[config.mk]
export PLATFORM = sky130hd
export DESIGN_NAME = cdb_broadcaster
export DESIGN_NICKNAME = d
export VERILOG_FILES = /design/src/rtl/cdb_broadcaster.sv
export SDC_FILE = /design/constraint.sdc
export NUM_CORES = 1
export LEC_CHECK = 0
export ABC_AREA = 1
export CAP_MARGIN = 5
export CORE_ASPECT_RATIO = 1.25
export CORE_MARGIN = 10
export CORE_UTILIZATION = 47
export CTS_BUF_LIST = sky130_fd_sc_hd__clkbuf_16
export CTS_CLUSTER_SIZE = 24
export DETAILED_ROUTE_END_ITERATION = 8
export PLACE_DENSITY = 0.77
export SYNTH_ARGS = -nofsm -noshare
export SYNTH_HDL_FRONTEND = slang
export SYNTH_SLANG_ARGS = --single-unit
[constraint.sdc]
create_clock -name clk -period 3.1 [get_ports clk]
set_clock_uncertainty 0.15 [all_clocks]
set_input_delay 0.62 -clock clk [delete_from_list [all_inputs] [get_ports clk]]
set_output_delay 0.62 -clock clk [all_outputs]
set_load 0.1 [all_outputs]
[src/rtl/cdb_broadcaster.sv]
// Common data bus broadcaster: one result FIFO per source (ALU, MEM), arbitrated onto a single CDB.
// Define CDB_ROUND_ROBIN_EN for round-robin arbitration; the default build uses fixed MEM priority.
module cdb_broadcaster #(
    parameter int unsigned TAG_W  = 4,
    parameter int unsigned DATA_W = 32,
    parameter int unsigned QDEPTH = 2
) (
    input  logic              clk,
    input  logic              rst,
    input  logic              flush,
    input  logic              alu_valid,
    input  logic [TAG_W-1:0]  alu_tag,
    input  logic [DATA_W-1:0] alu_value,
    output logic              alu_ready,
    input  logic              mem_valid,
    input  logic [TAG_W-1:0]  mem_tag,
    input  logic [DATA_W-1:0] mem_value,
    output logic              mem_ready,
    output logic              cdb_valid,
    output logic [TAG_W-1:0]  cdb_tag,
    output logic [DATA_W-1:0] cdb_value,
    output logic              alu_stall,
    output logic              mem_stall
);
    localparam int unsigned PTR_W = $clog2(QDEPTH);
    localparam int unsigned CNT_W = PTR_W + 1;
    localparam logic [CNT_W-1:0] DEPTH_CNT = CNT_W'(QDEPTH);

    logic [TAG_W-1:0]  alu_tag_mem [QDEPTH];
    logic [DATA_W-1:0] alu_val_mem [QDEPTH];
    logic [PTR_W-1:0]  alu_rd_q, alu_wr_q;
    logic [CNT_W-1:0]  alu_cnt_q, alu_cnt_d;

    logic [TAG_W-1:0]  mem_tag_mem [QDEPTH];
    logic [DATA_W-1:0] mem_val_mem [QDEPTH];
    logic [PTR_W-1:0]  mem_rd_q, mem_wr_q;
    logic [CNT_W-1:0]  mem_cnt_q, mem_cnt_d;

    logic alu_push, mem_push, alu_pop, mem_pop;
    logic alu_nonempty, mem_nonempty, grant_mem;

    assign alu_ready    = alu_cnt_q < DEPTH_CNT;
    assign mem_ready    = mem_cnt_q < DEPTH_CNT;
    assign alu_stall    = ~alu_ready;
    assign mem_stall    = ~mem_ready;
    assign alu_nonempty = alu_cnt_q != '0;
    assign mem_nonempty = mem_cnt_q != '0;

    // Tag 0 is handshaken but never stored: it carries no dependency for consumers.
    assign alu_push = alu_valid & alu_ready & (alu_tag != '0) & ~flush;
    assign mem_push = mem_valid & mem_ready & (mem_tag != '0) & ~flush;
    assign alu_pop  = cdb_valid & ~grant_mem;
    assign mem_pop  = cdb_valid & grant_mem;

`ifdef CDB_ROUND_ROBIN_EN
    logic prio_q, prio_d;  // 0: ALU favoured, 1: MEM favoured

    always_comb begin
        grant_mem = mem_nonempty;
        if (alu_nonempty && mem_nonempty) grant_mem = prio_q;
    end

    always_comb begin
        prio_d = prio_q;
        if (cdb_valid && alu_nonempty && mem_nonempty) prio_d = ~prio_q;
    end

    always_ff @(posedge clk) begin
        if (rst) prio_q <= 1'b0;
        else     prio_q <= prio_d;
    end
`else
    assign grant_mem = mem_nonempty;
`endif

    always_comb begin
        cdb_valid = (alu_nonempty | mem_nonempty) & ~flush;
        cdb_tag   = '0;
        cdb_value = '0;
        if (cdb_valid) begin
            if (grant_mem) begin
                cdb_tag   = mem_tag_mem[mem_rd_q];
                cdb_value = mem_val_mem[mem_rd_q];
            end else begin
                cdb_tag   = alu_tag_mem[alu_rd_q];
                cdb_value = alu_val_mem[alu_rd_q];
            end
        end
    end

    always_comb begin
        alu_cnt_d = alu_cnt_q;
        if (alu_push && !alu_pop)      alu_cnt_d = alu_cnt_q + 1'b1;
        else if (alu_pop && !alu_push) alu_cnt_d = alu_cnt_q - 1'b1;
        mem_cnt_d = mem_cnt_q;
        if (mem_push && !mem_pop)      mem_cnt_d = mem_cnt_q + 1'b1;
        else if (mem_pop && !mem_push) mem_cnt_d = mem_cnt_q - 1'b1;
    end

    // QDEPTH is a power of two, so pointers wrap naturally at QDEPTH-1.
    always_ff @(posedge clk) begin
        if (rst || flush) begin
            alu_rd_q  <= '0;
            alu_wr_q  <= '0;
            alu_cnt_q <= '0;
            mem_rd_q  <= '0;
            mem_wr_q  <= '0;
            mem_cnt_q <= '0;
        end else begin
            if (alu_push) alu_wr_q <= alu_wr_q + 1'b1;
            if (alu_pop)  alu_rd_q <= alu_rd_q + 1'b1;
            if (mem_push) mem_wr_q <= mem_wr_q + 1'b1;
            if (mem_pop)  mem_rd_q <= mem_rd_q + 1'b1;
            alu_cnt_q <= alu_cnt_d;
            mem_cnt_q <= mem_cnt_d;
        end
    end

    always_ff @(posedge clk) begin
        if (alu_push) begin
            alu_tag_mem[alu_wr_q] <= alu_tag;
            alu_val_mem[alu_wr_q] <= alu_value;
        end
        if (mem_push) begin
            mem_tag_mem[mem_wr_q] <= mem_tag;
            mem_val_mem[mem_wr_q] <= mem_value;
        end
    end

endmodule
==> run summary, run 1 <==
Outcome: finished, final reports clean
Gr ovfl total: 0
Final-report setup violation count: 0
Ys flop type: edfxtp_1
Root buffer cell: clkbuf_16
Mapped Area: 6150 um^2
Mean Syn Cell Area: 14.2 um^2
Synthesized Nets: 512
Routability-driven placement congestion ratio: 0.794
Sequential fraction of the synthesis area: 73.5%
Post-route ant nets: 0
DRT Pass-1 Iters: 4
Hpwl dp: 10.1 mm
Clock tree sinks: 154
Crit path max fanout: 14
CP Capture Type: primary output
# IOs: 118
RSZ-0062 raised after global routing: false
First-pass GRT wire length: 23.8 mm
Die X: 122 um
Leak: 3.11 nW
Fin cells: 745
Synth top area cells: edfxtp_1, or2_2, o211ai_1
Worst min-delay path class: register to register
Area of the core: 12800 um^2
Mapped Cells: 433
Power Total: 5.35 mW
Synth warn: 0
Max-slew violation count: 0
Die height: 148 um
Ys async rst share: 0%
Via count: 3948
Layout cells sized above 1: 33.7%
DRC: 0
Starting Density: 48.2%
DRT iter0 DRCs: 194
Area grow syn2layout: 44.7%
Worst EP arrival: 2150 ps
CP Class: primary input to primary output
Die ar.: 18100 um^2
Number of setup buffers added after CTS: 0
Clk_lat worst skew: 410 ps
Final Hold Fails: 0
Total GRT Usage: 17.6%
Initial antenna violation count: 1
Largest net degree at the start of global routing: 37
Hold buffer count at CTS: 0
Vias in the first global route: 4382
Mean routed wirelength per cell: 20.4 um
Max Cap Viol: 0
Startpoint Class: primary input
Worst endpoint required time: 2330 ps
Crit path largest cell delay: 620 ps
Power per cell area: 600 nW/um^2
Tcrit/Tclk final: 94.3%
Max_slew headroom: 48.6%
Worst-Margin Slew: 769 ps
Final instance area: 8910 um^2
Seq cells post-synth: 154
DR vias/cell: 5.30
Util after Layout: 69.7%
Fmax: 342 MHz
DR WL met2: 8.54 mm
Tmin final: 2920 ps
Maximum vdd ir drop: 411 uV
CTS tree: yes
Top cell type's share of synthesized area: 70.3%
Clock Tree Buf Depth: 2
Met3 WL: 878 um
Post-synth top area cell: edfxtp_1
M1 WL: 5.47 mm
Synth cell types: 23
Num CTS Buffers: 17
Post-Place Cells: 712
H-tree Lvls: 4
Clock-pin slew on the worst setup and hold paths: 60 ps
Post-layout net count: 642
Worst path slowest cell: clkdlybuf4s50_1
Port bufs: 117
Crit path cell chain: clkdlybuf4s50_1 > inv_2 > nand3_4 > buf_4 > o21ai_4 > buf_12
Post-synth EDFFs: 144
Routed wire length: 15.2 mm
Post-CTS sizing: 0
Max Used Layer: met4
Num rows: 46
DP Area: 8270 um^2
==> through the flow <==
step	TNS (ps)	hold WS, ps	worst slack, ps
finish	0	309	175
global placement	0	284	211
CTS	0	308	155
detailed placement	0	300	155
global route	0	320	91.0
floorplan	-986	275	-42.9
==> final timing paths <==
check        slack (ps)         start            endpoint  cells past startpoint
min                 310      mem_rd_q            register                      1
max reg2reg        1220  alu_cnt_q[1]  alu_val_mem[0][18]                      6
max                 180         flush       cdb_value[10]                      6
min reg2reg         310      mem_rd_q            register                      1
==> cell usage after synthesis (7+ instances only) <==
library cell and n:
a21oi_1 7, buf_6 10, dfxtp_1 10, edfxtp_1 144
inv_1 17, nand2_1 25, nor2_1 16, o211ai_1 30
o21ai_0 44, o21ai_1 30, or2_1 16, or2_2 54
==> registers in the layout, indices dropped and copies added (netlist names), named ones only <==
register,count
alu_wr_q,1
mem_val_mem,64
alu_rd_q,1
mem_rd_q,1
alu_tag_mem,8
alu_cnt_q,2
mem_cnt_q,2
alu_val_mem,64
mem_wr_q,1
mem_tag_mem,8
==> layout make-up <==
type	instances	area (um^2)
diodes	1	2.50
clock buffers	17	425
clock inverters	15	208
fillers	870	3870
inverters	20	82.6
multi-input cells	239	1770
flip-flops and latches	154	4530
well taps	168	210
repair buffers	131	1670
==> cell usage in the layout (no fill, tap or decap), drive strengths merged <==
master         count
a21oi              7
buf               55
bufinv             5
clkbuf            17
clkdlybuf4s50     76
clkinv             6
clkinvlp           6
dfxtp             10
diode              1
edfxtp           144
ha                 2
inv               18
nand2             25
nand3              5
nand4              1
nor2              19
o211ai            36
o21ai             74
or2               70
==> critical path: cells and delay by family <==
kind,cells,cell delay [ps]
compound gates,1,120
buf+inv,4,1290
simple gates,1,110
==> power by group <==
group / internal (mW) / total (mW) / switching, mW
sequential: 2.34 / 2.36 / 0.0159
clock: 1.41 / 2.19 / 0.776
combinational: 0.306 / 0.798 / 0.492
total: 4.06 / 5.35 / 1.28
==> layer usage <==
layer	GRT usage (%)	vias to the layer above
met5	0	-
met4	7.56	0
met3	4.61	19
met2	31.9	117
met1	18.4	1953
li1	-	1859
==> logic make-up after synthesis <==
logic type	after synthesis	synth area share, %
compound gates	117	11.5
fa+ha+maj	2	0.407
buf+inv	40	3.82
flops	154	73.5
simple gates	120	10.8
(Power assumes the default switching activity.)
==> run 2: changes to the inputs <==
- GPL_TIMING_DRIVEN: default -> 0
==> run summary, run 2 (same netlist as run 1, synthesis figures left out) <==
Leading cell type in the layout, fill and taps excluded: edfxtp_1
Worst EP arrival: 2290 ps (+140 ps)
Hold buffer count at CTS: 0 (unchanged)
Die X: 122 um (unchanged)
Clock-pin slew on the worst setup and hold paths: 60 ps (about the same)
DRT Pass-1 Iters: 5 (+1)
Initial antenna violation count: 0 (-1)
DRC: 0 (unchanged)
Leak: 3.06 nW (-1.5%)
Max-slew violation count: 0 (unchanged)
Worst setup path start: flush
Gr ovfl total: 0 (unchanged)
Final-report setup violation count: 0 (unchanged)
Worst min-delay path class: register to register
Worst-Margin Slew: 976 ps (+207 ps)
CP Capture Type: primary output
Maximum vdd ir drop: 356 uV (-13%)
Total GRT Usage: 17.0% (-0.56 points)
# IOs: 118 (unchanged)
Inserted Diodes: 0 (-1)
DRT iter0 DRCs: 246 (+27%)
Area grow syn2layout: 39.8%
Starting Density: 48.2% (unchanged)
Worst endpoint required time: 2330 ps (about the same)
Num CTS Buffers: 17 (unchanged)
Total negative slack: 0 ps (unchanged)
R2r startpoint: mem_cnt_q[1]
CP Class: primary input to primary output
Reg2reg path depth: 5 (-1)
DR vias/cell: 5.28 (-0.42%)
Num rows: 46 (unchanged)
DP Area: 7980 um^2 (-3.6%)
Tcrit/Tclk final: 98.7% (+4.4 points)
Biggest regs: alu_val_mem x64, mem_val_mem x64
R2R setup slack: 1040 ps (-180 ps)
Area of the core: 12800 um^2 (unchanged)
Hold path startpoint: mem_rd_q
Power per cell area: 604 nW/um^2 (+0.63%)
Max_slew headroom: 34.7% (-14 points)
Root buffer cell: clkbuf_16
Die ar.: 18100 um^2 (unchanged)
Final instance area: 8600 um^2 (-3.4%)
First-pass GRT wire length: 23.5 mm (-1.2%)
Crit path max fanout: 5 (-9)
Die height: 148 um (unchanged)
Port bufs: 117 (unchanged)
Clk_lat worst skew: 410 ps (about the same)
Post-route ant nets: 0 (unchanged)
Tmin final: 3060 ps (+136 ps)
Max Cap Viol: 0 (unchanged)
Clock tree sinks: 154 (unchanged)
Clock Tree Buf Depth: 2 (unchanged)
Reg-to-Reg End: mem_val_mem[1][15]
Routability-driven placement congestion ratio: 0.787 (-0.83%)
Post-layout net count: 653 (+1.7%)
Most frequent cells in the layout: edfxtp_1, clkdlybuf4s50_1, or2_2
Via count: 3979 (+0.79%)
Hold endpoint: mem_rd_q
Vias in the first global route: 4371 (-0.25%)
H-tree Lvls: 4 (unchanged)
Startpoint Class: primary input
Power Total: 5.20 mW (-2.8%)
Hpwl dp: 10.1 mm (-0.50%)
Fmax: 327 MHz (-4.4%)
Routed wire length: 15.1 mm (-0.82%)
Layout cells sized above 1: 34.0% (+0.28 points)
Final Hold Fails: 0 (unchanged)
Mean routed wirelength per cell: 20.0 um (-2.0%)
Largest net degree at the start of global routing: 37 (unchanged)
Outcome: finished, final reports clean
CTS tree: yes
Hold Path Stages: 1 (unchanged)
## run 2: cell types whose count changed in the layout (fill, tap and decap cells not counted), moves of 4 or more
cell / change
buf_2: +9
buf_4: -5
buf_12: -39
clkinvlp_4: -4
clkdlybuf4s50_1: +4
buf_6: +35
## run 2: what timing repair did
| action | 4_1_cts | 5_1_grt |
|---|---|---|
| setup buffers | 0 | 3 |
| gates resized for setup | 211 | 27 |
| gates cloned | 0 | 0 |
| endpoints found under the setup margin | 37 | 29 |
| pin swaps | 0 | 1 |
## run 2: area by class of cell
class                   instances  area, um^2
well taps                     168         210
clock inverters                14         181
plain buffers                  20         165
fillers                       930        4170
clock buffers                  17         425
inverters                      20        82.6
repair buffers                122        1230
multi-input cells             239        1770
flip-flops and latches        154        4530
## run 2: worst max path at each step
stage | to | cells past startpoint
floorplan | cdb_tag[0] | 5
global placement | cdb_value[14] | 6
detailed placement | cdb_value[14] | 6
CTS | cdb_value[18] | 6
global route | cdb_value[20] | 6
finish | cdb_value[31] | 5
## run 2: report_power, final
part / internal [mW] / switching (mW)
clock network: 1.33 / 0.777
logic: 0.249 / 0.481
registers: 2.34 / 0.0158
## run 2: per-stage QoR
step | utilization, % | hold WS, ps | setup WS, ps | instances
after floorplan | - | 275 | -42.9 | 433
after global placement | 62.0 | 287 | -912 | 718
after detailed placement | 62.4 | 331 | -931 | 720
after CTS | 66.5 | 342 | 1.04 | 751
after global routing | 67.3 | 369 | -0.911 | 754
final | 67.3 | 347 | 39.3 | 754
## run 2: worst max-delay path, stage by stage
cell	delay, ps
clkdlybuf4s50_1	550
inv_2	150
o21ai_0	210
a21oi_4	180
clkdlybuf4s15_2	570
## run 2: per-layer routing
metal,vias up,track usage (%),wire length (um)
met3,15,4.27,842
met4,0,7.26,258
met5,-,0,0
met2,113,30.1,8320
li1,1878,-,-
met1,1973,18.7,5630
